## config.mk

```make
export PLATFORM = sky130hd
export DESIGN_NAME = shifter
export DESIGN_NICKNAME = d
export VERILOG_FILES = /design/src/rtl/shifter.sv
export SDC_FILE = /design/constraint.sdc
export NUM_CORES = 1
export LEC_CHECK = 0
export ABC_AREA = 1
export BUFFER_PORTS_ARGS = -buffer_cell sky130_fd_sc_hd__buf_2
export CELL_PAD_IN_SITES_DETAIL_PLACEMENT = 2
export CELL_PAD_IN_SITES_GLOBAL_PLACEMENT = 2
export CORE_MARGIN = 4
export CORE_UTILIZATION = 25
export DETAILED_ROUTE_END_ITERATION = 6
export PLACE_DENSITY = 0.93
export SLEW_MARGIN = 10
export SYNTH_ARGS = -nofsm -noshare
export SYNTH_HDL_FRONTEND = slang
export SYNTH_SLANG_ARGS = --single-unit
```

## constraint.sdc

```tcl
create_clock -name clk -period 2.9 [get_ports clk]
set_clock_uncertainty 0.2 [all_clocks]
set_input_delay 0.58 -clock clk [delete_from_list [all_inputs] [get_ports clk]]
set_output_delay 0.58 -clock clk [all_outputs]
set_load 0.005 [all_outputs]
```

## src/rtl/shifter.sv

```systemverilog
// Logical barrel shifter for the ALU datapath.
// Shifts a left or right by the unsigned amount in b and registers the
// result with a single cycle of latency. Any shift of WIDTH or more
// positions produces zero. The full value of b counts, so large amounts
// are never wrapped modulo WIDTH.
module shifter #(
  parameter int WIDTH = 8
) (
  input  logic             clk,
  input  logic             rst,
  input  logic             opcode,
  input  logic [WIDTH-1:0] a,
  input  logic [WIDTH-1:0] b,
  output logic [WIDTH-1:0] res
);

  // Number of mux stages, i.e. how many low bits of b select a shift distance
  localparam int SW = (WIDTH > 1) ? $clog2(WIDTH) : 1;

  logic [WIDTH-1:0] src;
  logic [WIDTH-1:0] stg [0:SW];
  logic [WIDTH-1:0] shifted;
  logic             ovf;

  // Reverse bit order so that one right-shift network can also serve left shifts
  function automatic logic [WIDTH-1:0] rev(input logic [WIDTH-1:0] v);
    logic [WIDTH-1:0] r;
    r = '0;
    for (int i = 0; i < WIDTH; i++) begin
      r[i] = v[WIDTH-1-i];
    end
    return r;
  endfunction

  // A shift amount of WIDTH or more clears everything.
  // This covers a b bit set at or above the stage count. It also covers a
  // stage-only amount past the top when WIDTH is not a power of two.
  always_comb begin
    ovf = 1'b0;
    if (|b[WIDTH-1:SW]) begin
      ovf = 1'b1;
    end
    if (int'(b[SW-1:0]) >= WIDTH) begin
      ovf = 1'b1;
    end
  end

  // Right-shift mux stages
  // Stage i moves the data by 2**i when b[i] is set.
  // For a left shift, the operand is reversed going in and the result is
  // reversed coming out.
  always_comb begin
    src    = opcode ? rev(a) : a;
    stg[0] = src;
    for (int i = 0; i < SW; i++) begin
      stg[i+1] = b[i] ? (stg[i] >> (1 << i)) : stg[i];
    end
    shifted = opcode ? rev(stg[SW]) : stg[SW];
  end

  // Result register
  // Reset drops whatever result is in flight. Overflowing amounts force zero.
  always_ff @(posedge clk) begin
    if (rst) begin
      res <= '0;
    end else if (ovf) begin
      res <= '0;
    end else begin
      res <= shifted;
    end
  end

endmodule

```

Word-level counts from Yosys, hierarchy flattened
Index checks and enable logic that the tools add are counted.
{"block": "classes", "mux": 6, "reduce_logical": 2}
{"operator": "2-to-1 mux 8 bit", "count": 5}
{"operator": "OR reduction 5 bit", "count": 1}
{"operator": "OR reduction 2 bit", "count": 1}
{"operator": "2-to-1 mux 1 bit", "count": 1}
{"block": "word_totals", "regBits": 8, "in_bits": 19, "out_inout_bits": 8, "wordCells": 9}

Longest topological paths before layout
{"block": "logic_depth", "word_depth": 5, "depth_mapped": 10, "mapped_depth_nobuf": 9}

Least setup slack after synthesis
No wires, ideal clock.
{"block": "synth_path", "path_type": "input port to flip-flop", "start": "input port b[0]", "end": "register res[3]", "setup_time_ns": 0.114, "arrival_time_ns": 1.258, "t_required_ns": 2.586, "slack_ns": 1.328, "path_stages": 9, "path_buffers": 1, "path_cell_list": "buf_4 -> inv_2 -> nand3_1 -> nand3_1 -> nand2_1 -> nand2_1 -> nand2_1 -> nand2_1 -> nor2_1"}
{"block": "synth_via", "elab_chain_len": 4}
{"item": "from (decl)", "line": "13", "text": "input logic [WIDTH-1:0] b,"}
{"item": "2-to-1 mux 8 bit (3 in series)", "line": "56", "text": "stg[i+1] = b[i] ? (stg[i] >> (1 << i)) : stg[i];"}
{"item": "2-to-1 mux 8 bit", "line": "58", "text": "shifted = opcode ? rev(stg[SW]) : stg[SW];"}
{"item": "to (signal assigned)", "line": "69", "text": "res <= shifted;"}
{"item": "to (decl)", "line": "14", "text": "output logic [WIDTH-1:0] res"}
Every way passes these cells.
A chain may end at the register's enable or synchronous reset.

Final worst setup path
{"block": "layout_path", "start": "input port opcode", "end": "register res[2]"}
{"block": "layout_via", "elab_chain_len": 5}
{"item": "from (decl)", "line": "11", "text": "input logic opcode,"}
{"item": "2-to-1 mux 8 bit", "line": "53", "text": "src = opcode ? rev(a) : a;"}
{"item": "2-to-1 mux 8 bit (3 in series)", "line": "56"}
{"item": "2-to-1 mux 8 bit (*)", "line": "58"}
Every way passes the cells marked *; elsewhere a longest branch is shown, timed or not.

==> impl_metrics.csv <==
group,metric,value,unit
layout,drive_gt1_share,31.58,%
die,core-area,2522,µm²
yosys,synth_seq_cells,8,
setup_path,cp-end-kind,"register",
layout,top_register,"res",
route,viasPerCell,5.061,
setup_path,cp_max_fo,17,
clock_tree,postCtsSetupBuffers,0,
clock_tree,cts.clk_slew.worst_paths,0.06,ns
setup_path,arrival,1.75,ns
die,ios,27,
sta,max_freq,553.1,MHz
yosys,synth.area.mux_share,0,%
clock_tree,tritoncts,"yes",
setup_path,path_class,"in2reg",
sta,finalSetupViolations,0,
yosys,syn_nets,127,
yosys,synth-xor-area-share,0,%
die,die-area,3587,µm²
die,num_rows,18,
setup_path,cp-endpoint,"res[2]",
grt,antenna_found_initial,0,
yosys,yosysWarnings,0,
placed_design,gp_congestion,0.8412,
route,routed-via-count,825,
grt,use_met2,29.32,%
clock_tree,hold_buffers,0,
yosys,synth_top_family_by_area,"simple AND/OR/NAND/NOR gates",
clock_tree,cts_sinks,8,
clock_tree,clockBufferDepth,2,
flow_run,cap_violations,0,
route,drt-pass1-iter-count,4,
setup_path,cp-startpoint,"opcode",
yosys,synthSimpleGateAreaFrac,60.22,%
layout,reg_top3,"res x8",
worst_hold_path,hold_path_class,"in2reg",
yosys,ys_types,17,
route,route.detailed.drc,0,
layout,n_antenna_cell,0,
pwr,max-vdd-ir-drop,157.3,µV
yosys,syn_area_per_cell,6.233,µm²
route,post_drt_wl_per_cell,14.95,µm
route,wirelength,2437,µm
yosys,synthAdderAreaFrac,0,%
sta,worstMarginPinSlew,0.3741,ns
setup_path,cp-start-kind,"input port",
grt,grt_pass1_vias,948,
die,start_util,26.69,%
sta,slew_violations,0,
pwr,p_per_area,351.3,nW/µm²
layout,largest_reg_flops,8,
grt,grt_use_met3,1.944,%
placed_design,place_ws,0.8692,ns
worst_hold_path,min_delay_path_depth,4,
sta,slew_headroom,75.06,%
die,fp.dieW,59.89,µm
grt,grt-ovfl-total,0,
grt,grtUsageMet1,16.62,%
clock_tree,cts_root_buf,"clkbuf_4",
yosys,yosysSeqAreaShare,23.79,%
grt,grt_pass1_wl,4105,µm
clock_tree,htreeDepth,1,
yosys,syn-instance-count,108,
setup_path,critical_path_required,2.84,ns
route,drtIter0Drc,7,
yosys,synth-compound-area-share,5.948,%
run_status,outcome,"finished, final reports clean",
sta,setup_tns,0,ns
grt,top_usage_layer,"met2",
grt,grt_max_degree,18,
sta,fin_crit_sh,62.35,%
sta,setup_slack,1.092,ns
grt,grtUsageTotal,15.14,%
clock_tree,cts_resized,0,
placed_design,io_buffers,26,
sta,finalHoldViolCount,0,
pwr,p_leak,0.4239,nW
sta,layout_min_cycle_time,1.808,ns
sta,rsz0062_at_grt,"no",
clock_tree,cts_buffers,3,
route,drtAntennaViolNets,0,
layout,synthToLayoutAreaGrowth,21.56,%
placed_design,dpl.hpwl,2005,µm
yosys,netlist_area,673.1,µm²
die,die_y,59.89,µm
layout,nNetsFinal,154,
[critical path: stages]
cell and delay (ns):
buf_2 0.32, inv_8 0.11, nand2_1 0.11, nand3_1 0.10
nand3_1 0.12, nand2_1 0.06, nand2_1 0.07, nand2_1 0.09
nor2_1 0.12, nor2_1 0.06
[metal layers]
layer  wire length [µm]  vias to the layer above
li1                   -                      416
met1                966                      388
met2               1382                       19
met3                 79                        2
met4                  9                        0
met5                  0                        -
[kinds of logic (layout without fill, tap and decap cells)]
| family | count (synthesis) | count (layout) |
|---|---|---|
| AND/OR/NAND/NOR | 84 | 84 |
| AO/OA/AOI/OAI | 8 | 8 |
| buffers and inverters | 8 | 33 |
| flip-flops | 8 | 8 |
[metrics by stage]
| stage | cell area, µm² | utilization (%) | hold slack (ns) | power [mW] | cells |
|---|---|---|---|---|---|
| after floorplan | 673.1 | - | 0.5490 | 0.1744 | 108 |
| after global placement | 795.8 | 31.55 | 0.6909 | 0.1962 | 160 |
| after detailed placement | 795.8 | 31.55 | 0.6969 | 0.2028 | 160 |
| after CTS | 818.3 | 32.44 | 0.4230 | 0.2925 | 163 |
| after global routing | 818.3 | 32.44 | 0.4239 | 0.3133 | 163 |
| final | 818.3 | 32.44 | 0.4250 | 0.2874 | 163 |
[layout by cell type, fill, tap and decap left out, drive strengths merged]
| cell type | synthesis | layout |
|---|---|---|
| a21oi | 6 | 6 |
| nor2 | 9 | 9 |
| nor3 | 1 | 1 |
| clkbuf | 0 | 3 |
| inv | 4 | 4 |
| nand2 | 40 | 40 |
| nand3 | 32 | 32 |
| dfxtp | 8 | 8 |
| buf | 4 | 26 |
| nand4 | 2 | 2 |
| o21ai | 2 | 2 |
[layout make-up]
cell class	count	area (µm²)
Multi-Input combinational cell	92	445.4
Inverter	4	22.52
Timing Repair Buffer	26	130.1
Clock buffer	3	22.52
Tap cell	30	37.54
Sequential cell	8	160.2
Fill cell	329	1704
[cell usage after synthesis]
cell type | instances | area [µm²]
nand4_1 | 2 | 12.51
buf_6 | 2 | 22.52
nor2_1 | 9 | 33.78
a21oi_1 | 6 | 30.03
nand2_1 | 35 | 131.4
nand3_1 | 28 | 140.1
o21ai_1 | 1 | 5.000
dfxtp_1 | 8 | 160.2
nand2_2 | 5 | 31.28
inv_1 | 1 | 3.750
buf_4 | 1 | 7.510
inv_2 | 2 | 7.510
nor3_4 | 1 | 16.27
inv_8 | 1 | 11.26
buf_8 | 1 | 15.01
nand3_2 | 4 | 40.04
o21ai_0 | 1 | 5.000
[worst min-delay path by stage]
| stage | startpoint | to | slack [ns] |
|---|---|---|---|
| floorplan | b[5] | res[6] | 0.55 |
| finish | b[5] | res[5] | 0.43 |
| global route | b[5] | res[5] | 0.42 |
| global placement | b[5] | res[2] | 0.69 |
| detailed placement | b[5] | res[6] | 0.70 |
| CTS | b[5] | res[4] | 0.42 |
[power breakdown]
part	internal, mW	switching (mW)	total [mW]
registers	0.111	0.000136	0.111
clock network	0.0475	0.0395	0.0870
logic	0.0306	0.0591	0.0897
Power figures use the tool's default switching activity.
